[config.mk]
export PLATFORM = sky130hd
export DESIGN_NAME = mem_read_arbiter
export DESIGN_NICKNAME = d
export VERILOG_FILES = /design/src/rtl/mem_read_arbiter.sv
export SDC_FILE = /design/constraint.sdc
export NUM_CORES = 1
export LEC_CHECK = 0
export CAP_MARGIN = 20
export CORE_AREA = 4 4 164 166
export CTS_BUF_LIST = sky130_fd_sc_hd__clkbuf_4 sky130_fd_sc_hd__clkbuf_8
export CTS_CLUSTER_DIAMETER = 40
export DETAILED_ROUTE_END_ITERATION = 6
export DIE_AREA = 0 0 168 170
export SYNTH_ARGS = -nofsm -noshare
export SYNTH_HDL_FRONTEND = slang
export SYNTH_SLANG_ARGS = --single-unit
export TNS_END_PERCENT = 5
[constraint.sdc]
create_clock -name clk -period 3.7 [get_ports clk]
set_input_delay 0.74 -clock clk [delete_from_list [all_inputs] [get_ports clk]]
set_output_delay 0.74 -clock clk [all_outputs]
set_load 0.02 [all_outputs]
[src/rtl/mem_read_arbiter.sv]
// Two-master read arbiter: IFU and LSU share one read channel.
// One transaction in flight; LSU has priority, with IFU anti-starvation.
module mem_read_arbiter #(
  parameter int ADDR_W     = 64,
  parameter int DATA_W     = 64,
  parameter int STARVE_MAX = 4
) (
  input  logic              clk,
  input  logic              rst_n,
  input  logic              ifu_r_valid_i,
  output logic              ifu_r_ready_o,
  input  logic [ADDR_W-1:0] ifu_r_addr_i,
  input  logic [7:0]        ifu_r_size_i,
  output logic [DATA_W-1:0] ifu_data_read_o,
  output logic              ifu_data_valid,
  input  logic              ifu_data_ready,
  input  logic              lsu_r_valid_i,
  output logic              lsu_r_ready_o,
  input  logic [ADDR_W-1:0] lsu_r_addr_i,
  input  logic [7:0]        lsu_r_size_i,
  output logic [DATA_W-1:0] lsu_data_read_o,
  output logic              lsu_data_valid,
  input  logic              lsu_data_ready,
  output logic              rx_r_valid_i,
  input  logic              rx_r_ready_o,
  output logic [ADDR_W-1:0] rx_r_addr_i,
  output logic [7:0]        rx_r_size_i,
  input  logic [DATA_W-1:0] rx_data_read_o,
  input  logic              rx_data_valid,
  output logic              rx_data_ready,
  output logic [1:0]        grant_o,
  output logic              busy_o
);

  localparam int CNT_W = $clog2(STARVE_MAX + 1);
  localparam logic [CNT_W-1:0] CNT_MAX = CNT_W'(STARVE_MAX);

  typedef enum logic [1:0] {
    IDLE,
    ADDR,
    DATA
  } state_t;

  state_t           state_q, state_d;
  logic [1:0]       grant_q, grant_d;
  logic [CNT_W-1:0] cnt_q, cnt_d;

  logic starved;
  logic sel_valid;
  logic sel_dready;

  always_ff @(posedge clk or negedge rst_n) begin
    if (!rst_n) begin
      state_q <= IDLE;
      grant_q <= 2'b00;
      cnt_q   <= '0;
    end else begin
      state_q <= state_d;
      grant_q <= grant_d;
      cnt_q   <= cnt_d;
    end
  end

  assign starved    = (cnt_q == CNT_MAX);
  assign sel_valid  = (grant_q[1] & lsu_r_valid_i)
                    | (grant_q[0] & ifu_r_valid_i);
  assign sel_dready = (grant_q[1] & lsu_data_ready)
                    | (grant_q[0] & ifu_data_ready);

  always_comb begin
    state_d         = state_q;
    grant_d         = grant_q;
    cnt_d           = cnt_q;
    ifu_r_ready_o   = 1'b0;
    lsu_r_ready_o   = 1'b0;
    ifu_data_read_o = '0;
    lsu_data_read_o = '0;
    ifu_data_valid  = 1'b0;
    lsu_data_valid  = 1'b0;
    rx_r_valid_i    = 1'b0;
    rx_r_addr_i     = '0;
    rx_r_size_i     = '0;
    rx_data_ready   = 1'b0;

    unique case (state_q)
      IDLE: begin
        // Starved IFU overrides LSU priority only when both request
        if (lsu_r_valid_i && !(ifu_r_valid_i && starved)) begin
          grant_d = 2'b10;
          state_d = ADDR;
          if (!ifu_r_valid_i)
            cnt_d = '0;
          else if (!starved)
            cnt_d = cnt_q + CNT_W'(1);
        end else if (ifu_r_valid_i) begin
          grant_d = 2'b01;
          state_d = ADDR;
          cnt_d   = '0;
        end
      end

      ADDR: begin
        rx_r_valid_i  = sel_valid;
        ifu_r_ready_o = grant_q[0] & rx_r_ready_o;
        lsu_r_ready_o = grant_q[1] & rx_r_ready_o;
        unique case (1'b1)
          grant_q[1]: begin
            rx_r_addr_i = lsu_r_addr_i;
            rx_r_size_i = lsu_r_size_i;
          end
          grant_q[0]: begin
            rx_r_addr_i = ifu_r_addr_i;
            rx_r_size_i = ifu_r_size_i;
          end
          default: ;
        endcase
        if (!sel_valid) begin
          state_d = IDLE;
          grant_d = 2'b00;
        end else if (rx_r_ready_o) begin
          state_d = DATA;
        end
      end

      DATA: begin
        ifu_data_read_o = rx_data_read_o;
        lsu_data_read_o = rx_data_read_o;
        ifu_data_valid  = grant_q[0] & rx_data_valid;
        lsu_data_valid  = grant_q[1] & rx_data_valid;
        rx_data_ready   = sel_dready;
        if (rx_data_valid && sel_dready) begin
          state_d = IDLE;
          grant_d = 2'b00;
        end
      end

      default: begin
        state_d = IDLE;
        grant_d = 2'b00;
      end
    endcase
  end

  assign grant_o = grant_q;
  assign busy_o  = (state_q != IDLE);

endmodule

==> results.ini <==
[logic_synthesis]
synth_mux_area_frac = 0.00522
synth_warnings = 0
synthSimpleGateAreaFrac = 0.253
synth.distinct_cells = 28
synthesis.area_um2 = 2160
synth_xor_area_frac = 0
syn_nets = 492
ys_ff_latch = 7
synth_top_area_share = 0.300
ys_seq_area_frac = 0.0812
synth_area_per_cell_um2 = 7.88
synthCells = 274
synth_top_family_by_area = compound AO/OA/AOI/OAI gates
synth-adder-area-share = 0.0116
synth_compound_area_frac = 0.334
yosysTopAreaCell = a22o_1
synthTopCellsByArea = a22o_1 30%, buf_4 25%, and2_1 19%, dfrtp_1 8.1%, buf_6 4.2%

[placed_design]
portBuffers = 424
gp_routability_congestion = 0.750
dp_hpwl_mm = 15.4
dpl_worst_slack_ns = 0.676

[cells_and_area]
nets = 842
syn2layout_area_growth_pct = 192
layout-drive-gt1-share = 0.0273
multi_input_area_um2 = 1310
final_common_cell = clkdlybuf4s50_1
fillers = 2807
fin_util = 0.246
antenna_cells = 0
final_cell_mix = 424 x clkdlybuf4s50_1, 74 x a22o_1, 64 x and2_1
seq_area_um2 = 175

[power_and_ir_drop]
total_power_uw = 718
p_switching_uw = 226
leakagePower_nw = 2.29
p_sw_frac = 0.315
seqPwrFrac = 0.107
p_per_area_nw_per_um2 = 114
comb_power_share = 0.731
p_int_uw = 492
power_frac_clock = 0.162
ir_worst_vdd_uv = 63.7

[grt]
grt_pass1_wl_mm = 24.2
gr-usage-met2 = 0.187
track_usage = 0.111
antenna_found_initial = 2
use_met1 = 0.147
overflow = 0
first_global_vias = 3738
met3_usage = 0.0337
grt_max_degree = 67
grt_busiest_layer = met2

[clock_network]
postCtsHoldBufs = 0
clock_sinks = 7
cts_max_level = 1
ctsLongestPathBuffers = 2
clkTransAtPathRegs_ns = 0.04
clock_latency_ns = 0.23
cts_root_buffer = clkbuf_8
cts_tree = built
cts_buffers = 3
postCtsSetupBuffers = 0
postCtsResizedCells = 0

[drt]
dr.pass1.iters = 4
drc = 0
antenna_left = 0
routedWlPerCell_um = 18.8
drtIter0Drc = 102
routed-via-count = 3467
routed_wl_mm = 18.0
avgViaCountPerCell = 3.62

[run]
cap_violations = 0

[die]
die_w_um = 168
die-area_um2 = 28600
io_pins = 425
initial_utilization = 0.0843
coreArea_um2 = 25600
die_h_um = 170
row_count = 59

[sta]
clock_skew_ns = 0.00277
holdWs_ns = 0.537
rsz0062_at_grt = no
finalCriticalPeriod_ns = 3.18
slew_violations = 0
setup-violations-final = 0
setup_ws_ns = 0.517
worst_pin_slew_ns = 0.526
hold_viol = 0
slew-limit-headroom = 0.649
fin_setup_tns_ns = 0
max_freq_ghz = 0.314
min_period_over_period = 0.860

[critical_path]
endpoint_kind = output pin
crit_required_ns = 2.96
crit_path_start_kind = flip-flop
crit_arrival_ns = 2.44
worstSetupPathType = reg -> out
critPathMaxFanout = 49

[min_path]
hp-class = reg -> reg

[status]
status = completed

==> power by group through the flow <==
stage	Sequential (mW)	Clock, mW	Combinational [mW]
after global routing	0.0768	0.124	0.552
after floorplan	0.0780	0	0.182
after CTS	0.0769	0.119	0.530
after global placement	0.0780	0	0.529
final	0.0769	0.116	0.525
after detailed placement	0.0780	0	0.524
==> routing by layer <==
metal  part of all wire  vias up
li1                   -     1612
met1               0.44     1593
met2               0.46      255
met3              0.091        7
met4             0.0033        0
met5                  0        -
==> Yosys cell counts (all sizes together) <==
cell type and count:
a22o 74, o2bb2ai 2, a22oi 1, a31oi 1, buf 80, nand2b 1, nor2 3, o21ai 2
and2b 1, o21bai 1, a21bo 1, nand2 3, clkbuf 7, and3 4, nand3b 2, ha 2
inv 5, nor3b 1, and2 66, nor2b 1, dfrtp 7, nand3 5, mux2 1, and4 1
o211ai 2
==> final timing paths <==
| path | from | to | slack, ns | depth (start not counted) |
|---|---|---|---|---|
| max | state_q[1]$_DFFE_PN0P_ | rx_r_addr_i[60] | 0.52 | 5 |
| min | cnt_q[1]$_DFFE_PN0P_ | cnt_q[1]$_DFFE_PN0P_ | 0.54 | 1 |
| max reg2reg | state_q[1]$_DFFE_PN0P_ | cnt_q[0]$_DFFE_PN0P_ | 2.21 | 3 |
| min reg2reg | cnt_q[1]$_DFFE_PN0P_ | cnt_q[1]$_DFFE_PN0P_ | 0.54 | 1 |
| max in group asynchronous | rst_n | cnt_q[0]$_DFFE_PN0P_ | 2.67 | 1 |
| min in group asynchronous | rst_n | state_q[1]$_DFFE_PN0P_ | 0.78 | 1 |
==> final cells by class <==
cell class,instances,share of cell area
clock buffer,4,0.00775
inverter,5,0.00298
multi-input combinational,175,0.207
sequential,7,0.0278
tap,335,0.0666
timing repair buffer,432,0.687
==> flip-flops by register name (all words and copies together) (netlist names) <==
name	count
grant_o	2
cnt_q	3
state_q	2
==> through the flow <==
step / cell area [µm²] / std cells
floorplan: 2160 / 274
global placement: 6250 / 954
detailed placement: 6250 / 954
CTS: 6300 / 958
global route: 6300 / 958
finish: 6300 / 958
==> cell families after synthesis <==
| logic type | count (synthesis) |
|---|---|
| buffers and inverters | 92 |
| and+or+nand+nor | 88 |
| AOI/OAI and AO/OA | 84 |
| DFF | 7 |
| adders and majority gates | 2 |
| muxes | 1 |
==> critical path, stage by stage, from the launching register on <==
cell,delay (ns)
dfrtp_1,0.45
nor2b_4,0.22
and2_2,0.39
buf_12,0.26
a22o_1,0.17
clkdlybuf4s50_1,0.67
(Power assumes the default switching activity.)
